===== config.mk =====
export PLATFORM = sky130hd
export DESIGN_NAME = larpix_config_responder
export DESIGN_NICKNAME = d
export VERILOG_FILES = /design/src/rtl/larpix_config_responder.sv
export SDC_FILE = /design/constraint.sdc
export NUM_CORES = 1
export LEC_CHECK = 0
export BUFFER_PORTS_ARGS = -buffer_cell sky130_fd_sc_hd__buf_2
export CAP_MARGIN = 5
export CORE_ASPECT_RATIO = 1.2
export CORE_MARGIN = 8
export CORE_UTILIZATION = 50
export CTS_CLUSTER_DIAMETER = 200
export DETAILED_ROUTE_END_ITERATION = 16
export PLACE_DENSITY = 0.8
export SLEW_MARGIN = 20
export SYNTH_ARGS = -nofsm -noshare
export SYNTH_HDL_FRONTEND = slang
export SYNTH_SLANG_ARGS = --single-unit

===== constraint.sdc =====
create_clock -name clk -period 2.6 [get_ports clk]
set_input_delay 0.65 -clock clk [delete_from_list [all_inputs] [get_ports clk]]
set_output_delay 0.65 -clock clk [all_outputs]
set_load 0.05 [all_outputs]

===== src/rtl/larpix_config_responder.sv =====
// Chip-side config responder: unloads words from the chip UART RX, applies config writes to the
// register map, and answers config reads with an odd-parity reply loaded into the chip UART TX.
module larpix_config_responder #(
    parameter int          WIDTH     = 64,
    parameter int          REGADDR   = 8,
    parameter logic [7:0]  GLOBAL_ID = 8'd255,
    parameter logic [31:0] MAGIC     = 32'h89504E47,
    parameter int          CNTW      = 16
) (
    input  logic               clk,
    input  logic               reset,
    input  logic [7:0]         chip_id,
    input  logic [WIDTH-2:0]   rx_data,
    input  logic               rx_parity_error,
    input  logic               rx_empty,
    output logic               uld_rx_data,
    output logic               regmap_we,
    output logic [REGADDR-1:0] regmap_addr,
    output logic [7:0]         regmap_wdata,
    input  logic [7:0]         regmap_rdata,
    output logic [WIDTH-1:0]   tx_data,
    output logic               ld_tx_data,
    input  logic               tx_busy,
    output logic [CNTW-1:0]    rx_count,
    output logic [CNTW-1:0]    drop_count
);

    typedef enum logic [2:0] {IDLE, CAPTURE, PARSE, WRITE, READ, BUILD, SEND} state_t;

    state_t state, next_state;

    logic [1:0]  pkt_declare;
    logic [7:0]  pkt_chip;
    logic [7:0]  pkt_addr;
    logic [7:0]  pkt_data;
    logic [31:0] pkt_magic;
    logic        pkt_perr;
    logic [7:0]  chip_id_q;

    logic               accept;
    logic               uld_d, we_d, ld_d, drop_inc;
    logic [REGADDR-1:0] addr_d;
    logic [7:0]         wdata_d;
    logic [WIDTH-1:0]   tx_d;
    logic [WIDTH-2:0]   reply_body;

    // Marker and spare bits are carried on the link but play no part in the decode.
    logic unused_rx_bits;
    assign unused_rx_bits = ^rx_data[62:58];

    assign accept = !pkt_perr && pkt_declare[1] && (pkt_magic == MAGIC) &&
                    ((pkt_chip == chip_id_q) || (pkt_chip == GLOBAL_ID));

    // The reply always carries the local ID, even when the request was a broadcast.
    assign reply_body = {1'b1, 4'b0000, MAGIC, regmap_rdata, pkt_addr, chip_id_q, 2'b11};

    always_ff @(posedge clk) begin
        if (reset) state <= IDLE;
        else       state <= next_state;
    end

    always_comb begin
        next_state = state;
        case (state)
            IDLE:    if (!rx_empty) next_state = CAPTURE;
            CAPTURE: next_state = PARSE;
            PARSE:   if (!accept)           next_state = IDLE;
                     else if (pkt_declare[0]) next_state = READ;
                     else                   next_state = WRITE;
            WRITE:   next_state = IDLE;
            READ:    next_state = BUILD;
            BUILD:   next_state = SEND;
            SEND:    if (!tx_busy) next_state = IDLE;
            default: next_state = IDLE;
        endcase
    end

    // Next values for the registered outputs; addr/wdata are set up one clock ahead of use.
    always_comb begin
        uld_d    = (state == IDLE) && !rx_empty;
        we_d     = (state == WRITE);
        ld_d     = (state == SEND) && !tx_busy;
        drop_inc = (state == PARSE) && !accept;
        addr_d   = regmap_addr;
        wdata_d  = regmap_wdata;
        tx_d     = tx_data;
        if (state == PARSE && accept) begin
            addr_d = pkt_addr;
            if (!pkt_declare[0]) wdata_d = pkt_data;
        end
        if (state == BUILD) tx_d = {~^reply_body, reply_body};
    end

    always_ff @(posedge clk) begin
        if (reset) begin
            uld_rx_data  <= 1'b0;
            regmap_we    <= 1'b0;
            regmap_addr  <= '0;
            regmap_wdata <= '0;
            tx_data      <= '0;
            ld_tx_data   <= 1'b0;
            rx_count     <= '0;
            drop_count   <= '0;
            pkt_declare  <= '0;
            pkt_chip     <= '0;
            pkt_addr     <= '0;
            pkt_data     <= '0;
            pkt_magic    <= '0;
            pkt_perr     <= 1'b0;
            chip_id_q    <= '0;
        end else begin
            uld_rx_data  <= uld_d;
            regmap_we    <= we_d;
            regmap_addr  <= addr_d;
            regmap_wdata <= wdata_d;
            tx_data      <= tx_d;
            ld_tx_data   <= ld_d;
            if (state == CAPTURE) begin
                pkt_declare <= rx_data[1:0];
                pkt_chip    <= rx_data[9:2];
                pkt_addr    <= rx_data[17:10];
                pkt_data    <= rx_data[25:18];
                pkt_magic   <= rx_data[57:26];
                pkt_perr    <= rx_parity_error;
                chip_id_q   <= chip_id;
                rx_count    <= rx_count + CNTW'(1);
            end
            if (drop_inc && (drop_count != {CNTW{1'b1}}))
                drop_count <= drop_count + CNTW'(1);
        end
    end

endmodule


==> summary.md <==
| Metric | Value |
|---|---|
| Worst slew pin tran | 767 ps |
| Worst hold slack | ~440 ps |
| Synth top area share | 0.475 |
| DRT Pass-1 Iters | 6 |
| Post-synthesis compound-gate area fraction | 0.113 |
| Ys async rst share | 0 |
| Core Footprint | between 10000 and 15000 µm² |
| Lkg Pwr | about 3.2 nW |
| Port Buffers | between 150 and 200 |
| CTS Hold Bufs | 0 |
| Outcome | finished, final reports clean |
| Worst setup path class | reg -> reg |
| DP Area | 6990 µm² |
| Ys flop type | dfxtp_1 |
| Final worst-path cycle share | 0.876 |
| Slew Limit Fails | 0 |
| Clock Tree Root | clkbuf_16 |
| Clock buffer count from CTS | 17 |
| Antenna violations before repair | 1 |
| Largest cells by area after synthesis | dfxtp_1, nand2_1, a21oi_1, buf_4, xnor2_1 |
| # DRC | 0 |
| Design area | approximately 7600 µm² |
| Initial core utilization | 0.511 |
| CTS Sinks | 147 |
| Tmin final | ~2300 ps |
| Yosys warns | 0 |
| Die Y | between 100 and 150 µm |
| Largest net degree at the start of global routing | 75 |
| Post-DP HPWL | about 11000 µm |
| R2r setup slk | between 300 and 400 ps |
| Post-Synthesis Cells | between 700 and 800 |
| Row Count | 44 |
| Drt total wl | around 15000 µm |
| CTS tree | built |
| Worst EP arrival | roughly 2500 ps |
| Cells after DPL | 1030 |
| DR iter-0 viols | 285 |
| Total I/O pin count | 199 |
| Area growth syn-to-layout | 22.0% |
| Synth Register Bits | roughly 150 |
| RSZ-0062 raised after global routing | no |
| Die Area | between 15000 and 20000 µm² |
| Seq/Total Area, Yosys | 0.475 |
| Clock transition at path regs | around 60 ps |
| Clock Latency Late Sink | 410 ps |
| Final setup fails | 0 |
| Critical-path maximum fanout | 8 |
| # Post-CTS Setup Buffers | 0 |
| Crit end category | flop |
| Hold Vio Cnt, Final | 0 |
| Ratio of cells with drive above 1 in the final layout | 0.248 |
| Vias per cell | approximately 5.0 |
| Layout Cells excl Fill | between 1000 and 1500 |
| WL/cell | 14.4 µm |
| Die width | around 120 µm |
| Top-count cell post-synth | nand2_1 |
| Area leader, netlist | dfxtp_1 |
| GR Overflow Total | 0 |
| Commonest cells post-synth | nand2_1, dfxtp_1, a21oi_1 |
| Via count | ~5300 |
| GR Util All Layers | 0.184 |
| Final clock skew | between 9 and 10 ps |
| Synth Area in XOR/XNOR | 0.0616 |
| Antenna Violating Nets Remaining | 0 |
| Vias in the first global route | 4965 |
| Final critical-path setup slack | about 320 ps |
| Largest family of logic cells by synthesized area | simple AND/OR/NAND/NOR gates |
| Simple-gate share of the synthesized area | 0.236 |
| Routability cong. | 0.749 |
| Slew headroom | 0.489 |
| Setup crit start kind | flop |
| Synth cell types | 46 |
| Post-synth EDFFs | 0 |
| Pwr dens | ~680 nW/µm² |
| Placement Setup Slack | 316 ps |
| Max VDD drop | ~370 µV |
| Mapped cell area | roughly 6200 µm² |
| Worst path required time | 2870 ps |
| Layout net count | roughly 1000 |
| Post_cts resized | 0 |
| Fmax | 439 MHz |
| Util after Layout | 0.624 |
| Mux cell area share after synthesis | 0.0347 |
| HP Class | in -> reg |
| Max cap viols | 0 |
| Avg Cell Area, Syn | a little over 8 µm² |
| Synth Area in Adders | 0.00404 |
| PnR Total Power | roughly 5 mW |
| First-pass GRT wire length | about 24000 µm |
| H-tree depth | 4 |
| Clock Tree Buf Depth | 2 |
| Setup TNS | 0 ps |
-- cells by family (layout without fill, tap and decap cells) --
logic type | Yosys count | count (layout)
and+or+nand+nor | 324 | 324
AOI/OAI and AO/OA | 128 | 128
muxes | 21 | 21
DFF | 147 | 147
other | 1 | 24
xor gates and xnor gates | 42 | 42
buffers and inverters | 81 | 214
adders and majority gates | 2 | 2
-- worst max-delay path, cell delays in order, from the launching register on --
cell      delay (ps)
dfxtp_1          320
nor4bb_1         290
nand3_1          170
or3_4            430
or3_1            570
mux2i_1          280
nor2_1            70
-- final cells by class --
type	instances	area (µm²)
clock inverters	13	124
well taps	161	201
inverters	2	7.51
repair buffers	180	953
flip-flops and latches	147	2940
multi-input cells	540	2880
clock buffers	19	443
fillers	1117	4550
diodes	1	2.50
-- where the power goes --
part | switching, mW | internal [mW]
registers | 0.0456 | 2.31
clock network | 0.962 | 1.35
logic | 0.280 | 0.173
total | 1.29 | 3.84
-- state kept, by name, indices dropped and copies added (netlist names) --
name          flops
ld_tx_data        1
pkt_chip          8
state             3
pkt_perr          1
uld_rx_data       1
drop_count       16
pkt_magic        32
pkt_addr          8
regmap_addr       8
regmap_wdata      8
tx_data          26
pkt_declare       2
chip_id_q         8
pkt_data          8
rx_count         16
regmap_we         1
-- path summary, 6_finish.rpt --
| check | start | cells past startpoint | end |
|---|---|---|---|
| hold reg to reg | pkt_magic[11] | 2 | pkt_magic[11] |
| setup reg to reg | pkt_magic[22] | 6 | regmap_addr[1] |
| setup / recovery | pkt_magic[22] | 6 | regmap_addr[1] |
| hold / removal | tx_busy | 2 | ld_tx_data |
-- placed cells by master, fill, tap and decap left out, drive strengths merged, types with 10 or more instances in the layout --
master,instances
a21oi,108
buf,180
clkbuf,19
conb,23
dfxtp,147
mux2i,17
nand2,203
nand3,10
nor2,40
nor2b,11
o21ai,11
or3,13
xnor2,21
xor2,20
-- layer usage --
metal | vias up | wire length [µm] | global-route usage
li1 | 2716 | - | -
met1 | 2433 | 6500 | 0.208
met2 | 141 | 7700 | 0.317
met3 | 13 | 898 | 0.0607
met4 | 0 | 243 | 0.0763
met5 | - | 0 | 0
Note: power is estimated with default switching activity, not from simulation.
